===== src/rtl/chip_invaders_pkg.sv =====
// Shared types and widths for the chip_invaders game logic.
// Holds the round phase encoding and the top-level menu/game/end encoding.
package chip_invaders_pkg;

    localparam int SCORE_W  = 16;
    localparam int LEVEL_W  = 4;
    localparam int LIVES_W  = 2;
    localparam int DIV_W    = 5;
    localparam int REMAIN_W = 6;
    localparam int PAUSE_W  = 8;

    typedef enum logic [1:0] {
        MENU = 2'd0,
        GAME = 2'd1,
        END  = 2'd2
    } game_state_t;

    typedef enum logic [2:0] {
        IDLE  = 3'd0,
        BREAK = 3'd1,
        PLAY  = 3'd2,
        HIT   = 3'd3,
        OVER  = 3'd4
    } round_phase_t;

    // Level 0 (out of round) reads as level 1 so the subtraction never wraps.
    function automatic logic [DIV_W-1:0] calc_step_div(input logic [LEVEL_W-1:0] level,
                                                       input int base_div,
                                                       input int min_div);
        int steps;
        steps = (level == '0) ? 0 : 2 * (int'(level) - 1);
        if (base_div > min_div + steps) return DIV_W'(base_div - steps);
        return DIV_W'(min_div);
    endfunction

endpackage


===== src/rtl/game_round_controller_frame_countdown.sv =====
// Frame-based pause timer shared by the HIT and BREAK phases.
// Loads N (0 treated as 1), counts frame ticks down, pulses done on the tick that ends the pause.
module frame_countdown
    import chip_invaders_pkg::*;
#(
    parameter int W = PAUSE_W
) (
    input  logic         i_clk,
    input  logic         i_rst,
    input  logic         i_load,
    input  logic [W-1:0] i_load_val,
    input  logic         i_en,
    input  logic         i_frame_tick,
    output logic         o_done
);

    logic [W-1:0] r_cnt;
    logic         w_at_tc;

    assign w_at_tc = (r_cnt == W'(1));
    assign o_done  = i_en && i_frame_tick && w_at_tc;

    always_ff @(posedge i_clk) begin
        if (i_rst) begin
            r_cnt <= '0;
        end else if (i_load) begin
            r_cnt <= (i_load_val == '0) ? W'(1) : i_load_val;
        end else if (i_en && i_frame_tick && (r_cnt != '0)) begin
            r_cnt <= r_cnt - W'(1);
        end
    end

endmodule


===== src/rtl/game_round_controller.sv =====
// Sequences one round of play while the top level is in GAME: lives, waves, score, pauses.
//   state | meaning
//   IDLE  | waiting for game_active to rise, enables off
//   BREAK | start / inter-wave banner, counting BREAK_FRAMES ticks
//   PLAY  | player and invaders enabled, events resolved
//   HIT   | frozen after a player hit, counting HIT_FRAMES ticks
//   OVER  | round lost, game_over held until game_active falls
module game_round_controller
    import chip_invaders_pkg::*;
#(
    parameter int LIVES_INIT    = 3,
    parameter int INVADER_COUNT = 32,
    parameter int HIT_FRAMES    = 60,
    parameter int BREAK_FRAMES  = 90,
    parameter int MAX_LEVEL     = 15,
    parameter int POINTS        = 10,
    parameter int BASE_DIV      = 16,
    parameter int MIN_DIV       = 4
) (
    input  logic               i_clk,
    input  logic               i_rst,
    input  logic               i_frame_tick,
    input  logic               i_game_active,
    input  logic               i_player_hit,
    input  logic               i_invader_killed,
    input  logic               i_invaders_landed,
    output logic [2:0]         o_phase,
    output logic               o_player_en,
    output logic               o_invader_en,
    output logic [DIV_W-1:0]   o_step_div,
    output logic [LIVES_W-1:0] o_lives,
    output logic [LEVEL_W-1:0] o_level,
    output logic [SCORE_W-1:0] o_score,
    output logic               o_game_over
);

    round_phase_t          r_phase;
    logic [LIVES_W-1:0]    r_lives;
    logic [LEVEL_W-1:0]    r_level;
    logic [SCORE_W-1:0]    r_score;
    logic [REMAIN_W-1:0]   r_remaining;
    logic                  r_game_active_d;
    logic                  r_player_en;
    logic                  r_invader_en;
    logic                  r_game_over;

    logic                  w_rise;
    logic                  w_in_play;
    logic                  w_start;
    logic                  w_landed;
    logic                  w_hit;
    logic                  w_hit_last;
    logic                  w_kill;
    logic                  w_clear;
    logic                  w_pause_en;
    logic                  w_pause_done;
    logic                  w_load;
    logic [PAUSE_W-1:0]    w_load_val;
    logic [LIVES_W-1:0]    w_lives_dec;
    logic [REMAIN_W-1:0]   w_remaining_next;
    logic [SCORE_W:0]      w_score_sum;
    logic [SCORE_W-1:0]    w_score_next;

    assign w_rise      = i_game_active && !r_game_active_d;
    assign w_in_play   = i_game_active && (r_phase == PLAY);
    assign w_start     = i_game_active && (r_phase == IDLE) && w_rise;
    assign w_landed    = w_in_play && i_invaders_landed;
    assign w_hit       = w_in_play && !i_invaders_landed && i_player_hit;
    assign w_lives_dec = (r_lives == '0) ? '0 : r_lives - LIVES_W'(1);
    assign w_hit_last  = w_hit && (w_lives_dec == '0);
    assign w_kill      = w_in_play && i_invader_killed;

    assign w_remaining_next = (w_kill && (r_remaining != '0)) ? r_remaining - REMAIN_W'(1)
                                                              : r_remaining;
    // Also fires on the first PLAY cycle after a hit swallowed the last kill.
    assign w_clear = w_in_play && !i_invaders_landed && !i_player_hit && (w_remaining_next == '0);

    assign w_score_sum  = {1'b0, r_score} + (SCORE_W+1)'(POINTS);
    assign w_score_next = w_score_sum[SCORE_W] ? '1 : w_score_sum[SCORE_W-1:0];

    assign w_pause_en = (r_phase == BREAK) || (r_phase == HIT);
    assign w_load     = w_start || w_clear || (w_hit && !w_hit_last);
    assign w_load_val = w_hit ? PAUSE_W'(HIT_FRAMES) : PAUSE_W'(BREAK_FRAMES);

    frame_countdown #(
        .W (PAUSE_W)
    ) u_pause (
        .i_clk        (i_clk),
        .i_rst        (i_rst),
        .i_load       (w_load),
        .i_load_val   (w_load_val),
        .i_en         (w_pause_en),
        .i_frame_tick (i_frame_tick),
        .o_done       (w_pause_done)
    );

    always_ff @(posedge i_clk) begin
        if (i_rst) begin
            r_phase         <= IDLE;
            r_lives         <= '0;
            r_level         <= '0;
            r_score         <= '0;
            r_remaining     <= '0;
            r_player_en     <= 1'b0;
            r_invader_en    <= 1'b0;
            r_game_over     <= 1'b0;
            // A game_active that is already high must toggle before a round starts.
            r_game_active_d <= 1'b1;
        end else begin
            r_game_active_d <= i_game_active;
            if (!i_game_active) begin
                r_phase      <= IDLE;
                r_player_en  <= 1'b0;
                r_invader_en <= 1'b0;
                r_game_over  <= 1'b0;
            end else begin
                case (r_phase)
                    IDLE: begin
                        if (w_rise) begin
                            r_lives     <= LIVES_W'(LIVES_INIT);
                            r_level     <= LEVEL_W'(1);
                            r_score     <= '0;
                            r_remaining <= REMAIN_W'(INVADER_COUNT);
                            r_phase     <= BREAK;
                        end
                    end
                    BREAK, HIT: begin
                        if (w_pause_done) begin
                            r_phase      <= PLAY;
                            r_player_en  <= 1'b1;
                            r_invader_en <= 1'b1;
                        end
                    end
                    PLAY: begin
                        if (i_invader_killed) r_score <= w_score_next;
                        r_remaining <= w_remaining_next;
                        if (w_landed) begin
                            r_lives      <= '0;
                            r_phase      <= OVER;
                            r_game_over  <= 1'b1;
                            r_player_en  <= 1'b0;
                            r_invader_en <= 1'b0;
                        end else if (w_hit) begin
                            r_lives      <= w_lives_dec;
                            r_player_en  <= 1'b0;
                            r_invader_en <= 1'b0;
                            if (w_hit_last) begin
                                r_phase     <= OVER;
                                r_game_over <= 1'b1;
                            end else begin
                                r_phase <= HIT;
                            end
                        end else if (w_clear) begin
                            if (r_level < LEVEL_W'(MAX_LEVEL)) r_level <= r_level + LEVEL_W'(1);
                            r_remaining  <= REMAIN_W'(INVADER_COUNT);
                            r_phase      <= BREAK;
                            r_player_en  <= 1'b0;
                            r_invader_en <= 1'b0;
                        end
                    end
                    OVER: begin
                        r_game_over <= 1'b1;
                    end
                    default: begin
                        r_phase <= IDLE;
                    end
                endcase
            end
        end
    end

    assign o_phase      = r_phase;
    assign o_player_en  = r_player_en;
    assign o_invader_en = r_invader_en;
    assign o_lives      = r_lives;
    assign o_level      = r_level;
    assign o_score      = r_score;
    assign o_game_over  = r_game_over;
    assign o_step_div   = calc_step_div(r_level, BASE_DIV, MIN_DIV);

endmodule


===== config.mk =====
export PLATFORM = sky130hd
export DESIGN_NAME = game_round_controller
export DESIGN_NICKNAME = d
export VERILOG_FILES = /design/src/rtl/chip_invaders_pkg.sv /design/src/rtl/game_round_controller_frame_countdown.sv /design/src/rtl/game_round_controller.sv
export SDC_FILE = /design/constraint.sdc
export NUM_CORES = 1
export LEC_CHECK = 0
export ABC_AREA = 1
export CORE_ASPECT_RATIO = 0.7
export CORE_MARGIN = 2
export CORE_UTILIZATION = 30
export DETAILED_ROUTE_END_ITERATION = 12
export PLACE_DENSITY = 0.54
export SYNTH_ARGS = -nofsm -noshare
export SYNTH_HDL_FRONTEND = slang
export SYNTH_SLANG_ARGS = --single-unit
export TNS_END_PERCENT = 10

===== constraint.sdc =====
create_clock -name i_clk -period 5.2 [get_ports i_clk]
set_clock_uncertainty 0.2 [all_clocks]
set_input_delay 0.52 -clock i_clk [delete_from_list [all_inputs] [get_ports i_clk]]
set_output_delay 0.52 -clock i_clk [all_outputs]
set_load 0.01 [all_outputs]

==> results by group <==
Global routing
  – Number of global-route vias before repair: 2467
  – Pin count of the biggest net entering global routing: 33
  – Initial antenna violation count: 0
  – GRT Overall Usage: 0.140
  – First-pass GRT wire length: 11900 µm
  – Gr ovfl total: 0

Route
  – Drt pass-1 iters: 5
  – DRT antenna net count: 0
  – Vias per Instance: 4.64
  – Routed WL: 7230 µm
  – Via count: 2782
  – DRT iter0 DRCs: 124
  – WL/cell: 12.1 µm
  – Remaining DRCs: 0

Yosys
  – Synth Flop Type: dfxtp_1
  – Cell count after synthesis: 432
  – Mapped Nets: 456
  – Synth top area share: 0.288
  – Number of library cell types mapped by synthesis: 42
  – Number of synthesized flops with an enable pin: 0
  – Post-Syn Area: 0.00292 mm²
  – Sequential area share after synthesis: 0.288
  – Yosys reg bits: 42
  – YS warnings: 0
  – Avg Cell Area, Syn: 6.76 µm²
  – Synth area leaders: dfxtp_1 (29%), nand2_1 (13%), ha_1 (7.3%)
  – Asr flop ratio synth: 0
  – Area leader, netlist: dfxtp_1

STA
  – Worst slew pin tran: 546 ps
  – Fin Hold WS: 249 ps
  – Post-layout min period: 4470 ps
  – Endpoints failing setup: 0
  – Final hold violation count: 0
  – Highest Clock Rate: 0.224 GHz
  – RSZ-0062 raised after global routing: no
  – Final WS setup: 726 ps
  – Period utilization: 0.860
  – TNS Setup: 0 ps
  – Final Max Slew Viols: 0
  – Slew HR: 0.635

Clock tree
  – CTS Sinks: 42
  – Clk buf depth: 2
  – Clk slew on worst S/H paths: 60 ps
  – CTS root buf: clkbuf_16
  – TritonCTS clock tree: done
  – Setup bufs post-CTS: 0
  – Skew-Pair Late Insertion Delay: 280 ps
  – CTS resizes: 0
  – Hold Buf Count CTS: 0
  – TritonCTS Buffers: 5
  – H-tree levels: 2

Pwr
  – Clk pwr share: 0.453
  – Psw: 0.237 mW
  – Sw Ratio: 0.256
  – Leakage: 1.50 nW
  – Internal Power: 0.690 mW
  – Combinational power share: 0.182
  – Worst VDD drop: 0.000103 V
  – PD cells: 256 mW/mm²
  – Reg power frac: 0.365

Finish
  – Area Overhead vs Synth: 23.9%
  – Layout cells sized above 1: 0.0743
  – Commonest non-fill, non-tap cell in the layout: nand2_1
  – Fill cells: 1015
  – Register area: 841 µm²
  – NumNets Final: 494
  – Commonest cells after routing, fill and taps aside: nand2_1 (104), inv_1 (51), dfxtp_1 (42), nor2_1 (40), clkdlybuf4s50_1 (38)
  – Multi-input logic area: 0.00182 mm²
  – Layout Cells excl Fill: 599
  – N_diodes: 0

Placement
  – Placer Congestion: 0.848
  – DP Worst Slack: 1010 ps
  – DP HPWL: 5340 µm
  – Port bufs: 38
  – Placed Cells: 591

Critical path
  – CP endpoint kind: primary output
  – Critical path arrival: 3750 ps
  – Worst-path fanout max: 7
  – Worst reg2reg path depth: 11
  – Setup crit start kind: flop
  – Critical path class: flop to primary output
  – Required time of the worst setup path: 4480 ps

Flow run
  – Max-cap violations: 0

Floorplanning
  – DIE AREA: 0.0106 mm²
  – Initial core utilization: 0.305
  – # IOs: 40
  – Core Area: 0.00957 mm²
  – Die Y: 86.5 µm
  – Die width: 122 µm
  – Cell Rows: 30

Min path
  – Hold depth: 2
  – Hold Crit Class: flop to flop

Outcome
  – Run status: finished clean
==> registers in the layout, summed over array words and instances (netlist names) <==
| signal | flops |
|---|---|
| u_pause.r_cnt | 8 |
| o_score | 16 |
| o_lives | 2 |
| r_remaining | 6 |
| r_game_active_d | 1 |
| o_invader_en | 1 |
| o_level | 4 |
| o_game_over | 1 |
| o_phase | 3 |
==> routing by layer <==
layer / vias up / wire, µm / part of all wire / GRT usage
met5: - / 0 / 0 / 0
met4: 0 / 47 / 0.0065 / 0.0313
met3: 5 / 312 / 0.043 / 0.0336
met2: 52 / 2930 / 0.40 / 0.204
met1: 1231 / 3940 / 0.55 / 0.208
li1: 1494 / - / - / -
==> worst paths after layout <==
check	from	end	slack (ps)
worst min-delay path	o_game_over	o_game_over	250
worst max register to register	o_phase[1]	o_level[3]	2750
worst min register to register	o_game_over	o_game_over	250
worst max-delay path	o_level[0]	o_step_div[2]	730
==> synth_stat cells, drive strengths merged, types with 2 or more instances <==
master,n
ha,17
o21ai,19
nand3,33
nand4,16
clkbuf,4
buf,4
a21oi,37
or2,4
xnor2,8
dfxtp,42
inv,54
a31oi,2
xor2,13
nand2,110
nor3,9
nor2,46
==> worst max-delay path, stage by stage, from the launching register on <==
cell	delay, ps
dfxtp_1	400
inv_1	140
ha_1	240
or2_2	290
a21oi_1	360
ha_1	250
nand2_1	70
ha_1	310
nand2_1	50
nor2_1	90
nand3_1	70
nor2_1	120
nand3b_1	80
o21ai_0	310
or2_2	170
clkdlybuf4s50_1	520
==> cell families (layout without fill, tap and decap cells) <==
logic type               count (synthesis)  count (layout)  synth area share
AND/OR/NAND/NOR                        223             223             0.365
AO/OA/AOI/OAI                           65              65             0.123
buffers and inverters                   63             102            0.0874
flip-flops                              42              42             0.288
XOR/XNOR                                21              21            0.0630
adder cells (fa/ha/maj)                 17              17            0.0728
other                                    1               1           0.00128
==> metrics by stage <==
| stage | util | power [mW] | area (µm²) |
|---|---|---|---|
| after global placement | 0.357 | 0.512 | 3420 |
| after global routing | 0.378 | 0.977 | 3620 |
| after floorplan | - | 0.458 | 2920 |
| after CTS | 0.378 | 0.940 | 3620 |
| after detailed placement | 0.357 | 0.514 | 3420 |
| final | 0.378 | 0.927 | 3620 |
==> power by group through the flow <==
stage | clock network (mW) | logic [mW] | registers (mW)
floorplan | 0 | 0.113 | 0.345
global placement | 0 | 0.167 | 0.345
detailed placement | 0 | 0.169 | 0.345
CTS | 0.432 | 0.170 | 0.338
global route | 0.449 | 0.189 | 0.339
finish | 0.420 | 0.169 | 0.338
==> layout make-up <==
class / count / area share
Clock buffer: 6 / 0.0384
Clock inverter: 2 / 0.0166
Inverter: 55 / 0.0571
Multi-Input combinational cell: 327 / 0.504
Sequential cell: 42 / 0.232
Tap cell: 128 / 0.0443
Timing Repair Buffer: 39 / 0.107
Power figures use the tool's default switching activity.
